File: src/rtl/dm_load_unit.sv
// Data-memory load unit: issues word reads for M-stage loads over a req/ack
// handshake, stalls the pipeline meanwhile, and extracts/extends the result.
module dm_load_unit (
  input  logic        clk,
  input  logic        reset,
  input  logic        M_load,
  input  logic [31:0] M_addr,
  input  logic [2:0]  M_load_type,
  input  logic        flush,
  output logic        stall_out,
  output logic        exc_adel,
  output logic        mem_req,
  output logic [31:0] mem_addr,
  input  logic        mem_ack,
  input  logic [31:0] mem_rdata,
  output logic [31:0] W_ld_data,
  output logic        W_ld_valid
);

  typedef enum logic [1:0] {
    S_IDLE  = 2'd0,
    S_WAIT  = 2'd1,
    S_DONE  = 2'd2,
    S_DRAIN = 2'd3
  } state_t;

  localparam logic [2:0] LT_LW  = 3'd0;
  localparam logic [2:0] LT_LH  = 3'd1;
  localparam logic [2:0] LT_LHU = 3'd2;
  localparam logic [2:0] LT_LB  = 3'd3;
  localparam logic [2:0] LT_LBU = 3'd4;

  state_t      state_q, state_d;
  logic [29:0] word_q, word_d;
  logic [1:0]  off_q, off_d;
  logic [2:0]  type_q, type_d;
  logic [31:0] data_q, data_d;

  logic        type_valid;
  logic        misaligned;
  logic        accept;
  logic [7:0]  sel_byte;
  logic [15:0] sel_half;
  logic [31:0] ext_data;

  assign type_valid = (M_load_type <= LT_LBU);

  always_comb begin
    misaligned = 1'b0;
    case (M_load_type)
      LT_LW:         misaligned = (M_addr[1:0] != 2'b00);
      LT_LH, LT_LHU: misaligned = M_addr[0];
      default:       misaligned = 1'b0;
    endcase
  end

  assign accept = (state_q == S_IDLE) && M_load && type_valid && !misaligned && !flush;

  // Lane selection uses the latched offset, not the live M-stage address.
  always_comb begin
    sel_byte = 8'h00;
    case (off_q)
      2'd0: sel_byte = mem_rdata[7:0];
      2'd1: sel_byte = mem_rdata[15:8];
      2'd2: sel_byte = mem_rdata[23:16];
      2'd3: sel_byte = mem_rdata[31:24];
      default: sel_byte = 8'h00;
    endcase
    sel_half = off_q[1] ? mem_rdata[31:16] : mem_rdata[15:0];
  end

  always_comb begin
    ext_data = mem_rdata;
    case (type_q)
      LT_LH:   ext_data = {{16{sel_half[15]}}, sel_half};
      LT_LHU:  ext_data = {16'h0000, sel_half};
      LT_LB:   ext_data = {{24{sel_byte[7]}}, sel_byte};
      LT_LBU:  ext_data = {24'h000000, sel_byte};
      default: ext_data = mem_rdata;
    endcase
  end

  always_comb begin
    state_d   = state_q;
    word_d    = word_q;
    off_d     = off_q;
    type_d    = type_q;
    data_d    = data_q;
    stall_out = 1'b0;
    exc_adel  = 1'b0;
    case (state_q)
      S_IDLE: begin
        exc_adel = M_load && type_valid && misaligned;
        if (accept) begin
          state_d   = S_WAIT;
          word_d    = M_addr[31:2];
          off_d     = M_addr[1:0];
          type_d    = M_load_type;
          stall_out = 1'b1;
        end
      end
      S_WAIT: begin
        stall_out = 1'b1;
        // A flush coinciding with the ack discards the data outright.
        if (flush) begin
          state_d = mem_ack ? S_IDLE : S_DRAIN;
        end else if (mem_ack) begin
          data_d  = ext_data;
          state_d = S_DONE;
        end
      end
      S_DONE: begin
        state_d = S_IDLE;
      end
      S_DRAIN: begin
        stall_out = M_load;
        if (mem_ack) begin
          state_d = S_IDLE;
        end
      end
      default: state_d = S_IDLE;
    endcase
  end

  always_ff @(posedge clk or negedge reset) begin
    if (!reset) begin
      state_q <= S_IDLE;
      word_q  <= 30'd0;
      off_q   <= 2'd0;
      type_q  <= 3'd0;
      data_q  <= 32'd0;
    end else begin
      state_q <= state_d;
      word_q  <= word_d;
      off_q   <= off_d;
      type_q  <= type_d;
      data_q  <= data_d;
    end
  end

  assign mem_req    = (state_q == S_WAIT) || (state_q == S_DRAIN);
  assign mem_addr   = {word_q, 2'b00};
  assign W_ld_data  = data_q;
  assign W_ld_valid = (state_q == S_DONE);

endmodule

File: config.mk
export PLATFORM = sky130hd
export DESIGN_NAME = dm_load_unit
export DESIGN_NICKNAME = d
export VERILOG_FILES = /design/src/rtl/dm_load_unit.sv
export SDC_FILE = /design/constraint.sdc
export NUM_CORES = 1
export LEC_CHECK = 0
export CELL_PAD_IN_SITES_DETAIL_PLACEMENT = 0
export CELL_PAD_IN_SITES_GLOBAL_PLACEMENT = 1
export CORE_MARGIN = 1.5
export CORE_UTILIZATION = 30
export DETAILED_ROUTE_END_ITERATION = 6
export GPL_ROUTABILITY_DRIVEN = 0
export HOLD_SLACK_MARGIN = 0.06
export PLACE_DENSITY_LB_ADDON = 0.08
export SYNTH_ARGS = -nofsm -noshare
export SYNTH_HDL_FRONTEND = slang
export SYNTH_SLANG_ARGS = --single-unit
File: constraint.sdc
create_clock -name clk -period 1.5 [get_ports clk]
set_input_delay 0.225 -clock clk [delete_from_list [all_inputs] [get_ports clk]]
set_output_delay 0.225 -clock clk [all_outputs]
set_load 0.05 [all_outputs]
==> reports/qor.txt <==
Synth warn - 0
Critical path launch point type - register
GRT Total Usage - 0.182
Nets - 612
TritonCTS clock tree - done
First-pass GRT wire length - 18200 µm
CP required - 1710 ps
FF+latch area - 1730 µm²
Synthesized area - 3660 µm²
Critical Path AT - 1900 ps
CP endpoint kind - register
PortBufs - 137
Routed Antenna Nets - 0
Final min period - 1690 ps
Crit path max fanout - 6
Vias in the first global route - 3480
Finished Cell Area - 6740 µm²
Asr flop ratio synth - 1.00
WL/cell - 16.6 µm
Placed cell count - 655
Synth area leaders - dfrtp_1 (47%), mux2_4 (12%), nor2_1 (4.6%), a21oi_1 (3.7%), mux2_2 (3.7%)
Max Slew Vio Count - 0
Syn-to-layout area delta - 83.9%
Ys flop type - dfrtp_1
N_diodes - 0
Hold Crit Class - in -> reg
Via count - 3319
Max Freq - 592 MHz
Worst Setup SP - off_q[1]
VDD IR max - 0.781 mV
LEAKAGE - 2.96 nW
Tcrit/Tclk final - 1.13
H-tree depth - 3
Num CTS Buffers - 9
I/O pins - 140
Bufs on Longest Clock Path - 2
Post-synth EDFFs - 0
Initial antenna violation count - 0
Fill cell count - 1035
Most frequent CP cell - nand3_4
Worst relative slew slack - 0.656
Pre-CTS WS - -481 ps
Area share of the largest cell type after synthesis - 0.471
Die width - 114 µm
Pwr dens - 2050 nW/µm²
Skew final - 4.48 ps
Levels on crit path - 6
Fin cells - 692
Slew @ Worst Pin - 517 ps
WL final - 11500 µm
Hold Fails Final Rpt - 0
Clock Tree Root - clkbuf_16
Share of layout cells above drive strength 1 - 0.536
DRC errors left - 0
DP HPWL - 8140 µm
Cells after Synth - 335
# clock sinks - 69
Seq/Total Area, Yosys - 0.471
RSZ-0062 raised after global routing - true
Worst-skew pair later-pin latency - 330 ps
Worst r2r path cells - 6
Failing checks - negative setup slack
Status - finished with violations
Row count - 40
Synth cell types - 45
Vias/cell - 4.80
Number of max-cap violations - 0
Top delay family on crit path - multiplexers
Synthesized area per cell - 10.9 µm²
Gr ovfl total - 0
Slowest stage delay, CP - 530 ps
Area after DPL - 5710 µm²
Reg clk slew, reported paths - 60 ps
Length of the first detailed-routing pass in iterations - 4
Largest net degree at the start of global routing - 28
Critical Path, Cell by Cell - buf_6 > mux4_2 > nand3_4 > nand3_4 > a21oi_2 > nor3_2
Kind of critical path - reg -> reg
Most common cell after layout, fill and taps aside - buf_4
Yosys reg bits - 69
Register-to-register setup slack - -190 ps
Yosys top cell by area - dfrtp_1
Fin worst setup slack - -188 ps
Reg-to-reg endpoint - W_ld_data[8]
Worst r2r src - off_q[1]
Die extent in y - 114 µm
Initial core utilization - 0.306
CORE AREA - 12000 µm²
Critical path capture point - W_ld_data[8]
Slowest stage cell, crit path - mux4_2
Drt first-iter violations - 189
Most frequent cells in the layout - buf_4 (96), dfrtp_1 (66), clkdlybuf4s50_1 (65)
Die Area - 12900 µm²
Area of the multi-input gates - 2120 µm²
Buffers & Inverters on Critical Path - 1
Final setup viols - 69
==> cell type report <==
cell class                      count  share of cell area
Inverter                            3             0.00167
Multi-Input combinational cell    238               0.315
Timing Repair Buffer              219               0.345
Clock buffer                       11              0.0375
Tap cell                          147              0.0273
Sequential cell                    69               0.257
Clock inverter                      5              0.0158
==> synthesized netlist by cell type, drive strengths merged (2+ instances only) <==
| library cell | instances |
|---|---|
| a221o | 2 |
| nand3 | 5 |
| a31oi | 7 |
| o21ai | 15 |
| buf | 18 |
| a2111oi | 2 |
| maj3 | 9 |
| and2 | 2 |
| inv | 3 |
| o31ai | 6 |
| mux2 | 41 |
| nor2 | 47 |
| a21o | 3 |
| dfrtp | 69 |
| nand2b | 3 |
| clkbuf | 8 |
| mux4 | 2 |
| nor2b | 10 |
| xnor2 | 4 |
| a21oi | 28 |
| a22oi | 6 |
| nor3 | 12 |
| nand2 | 24 |
==> repair_timing <==
item | 4_1_cts | 5_1_grt
endpoints found under the hold margin | 25 | 0
setup endpoints to repair | 67 | 69
pin swaps | 33 | 19
hold buffers | 1 | 0
gates cloned | 2 | 1
buffers inserted | 15 | 5
resized for setup | 103 | 34
==> power breakdown <==
group | switching [W] | total [W] | leakage (nW) | internal [W]
Clock | 0.000810 | 0.00253 | 0.172 | 0.00172
Combinational | 0.00442 | 0.00805 | 1.97 | 0.00363
Sequential | 0.000654 | 0.00325 | 0.818 | 0.00260
==> tightest hold or removal path: stages <==
cell            delay (ps)
dlymetal6s2s_1         100
buf_4                  110
a21o_1                 110
==> stage by stage <==
step / TNS [ps] / util / hold WS [ps] / power, W
floorplan: -2050 / - / -70.6 / 0.00737
global placement: -25460 / 0.477 / 187 / 0.0104
detailed placement: -26410 / 0.477 / 187 / 0.0105
CTS: -8610 / 0.550 / 380 / 0.0137
global route: -11750 / 0.563 / 261 / 0.0144
finish: -7650 / 0.563 / 254 / 0.0138
==> registers in the layout, summed over array words and instances, names as in the netlist <==
name and cells:
off_q 2, state_q 2, type_q 3, word_q 30, W_ld_data 32
==> worst min-delay path by stage <==
stage	startpoint	endpoint	slack, ps	depth (start not counted)
after floorplan	reset	W_ld_data[0]	-70	0
after global placement	reset	W_ld_data[25]	190	1
after detailed placement	reset	W_ld_data[25]	190	1
after CTS	reset	W_ld_data[25]	380	2
after global routing	M_load_type[2]	type_q[2]	260	3
final	M_load_type[2]	type_q[2]	250	3
==> per-layer routing <==
layer,up-vias,part of all wire,track usage
li1,1583,-,-
met1,1628,0.46,0.250
met2,100,0.47,0.292
met3,8,0.055,0.0399
met4,0,0.0097,0.0483
met5,-,0,0
==> cells by family (layout without fill, tap and decap cells) <==
logic type,count (synthesis),count (layout),synth area share
buf+inv,29,238,0.0598
fa+ha+maj,9,9,0.0256
mux,44,44,0.171
other cells,1,2,0.00102
compound gates,74,74,0.129
xor+xnor,4,4,0.0116
simple gates,105,105,0.130
flops,69,69,0.471
(Power assumes the default switching activity.)
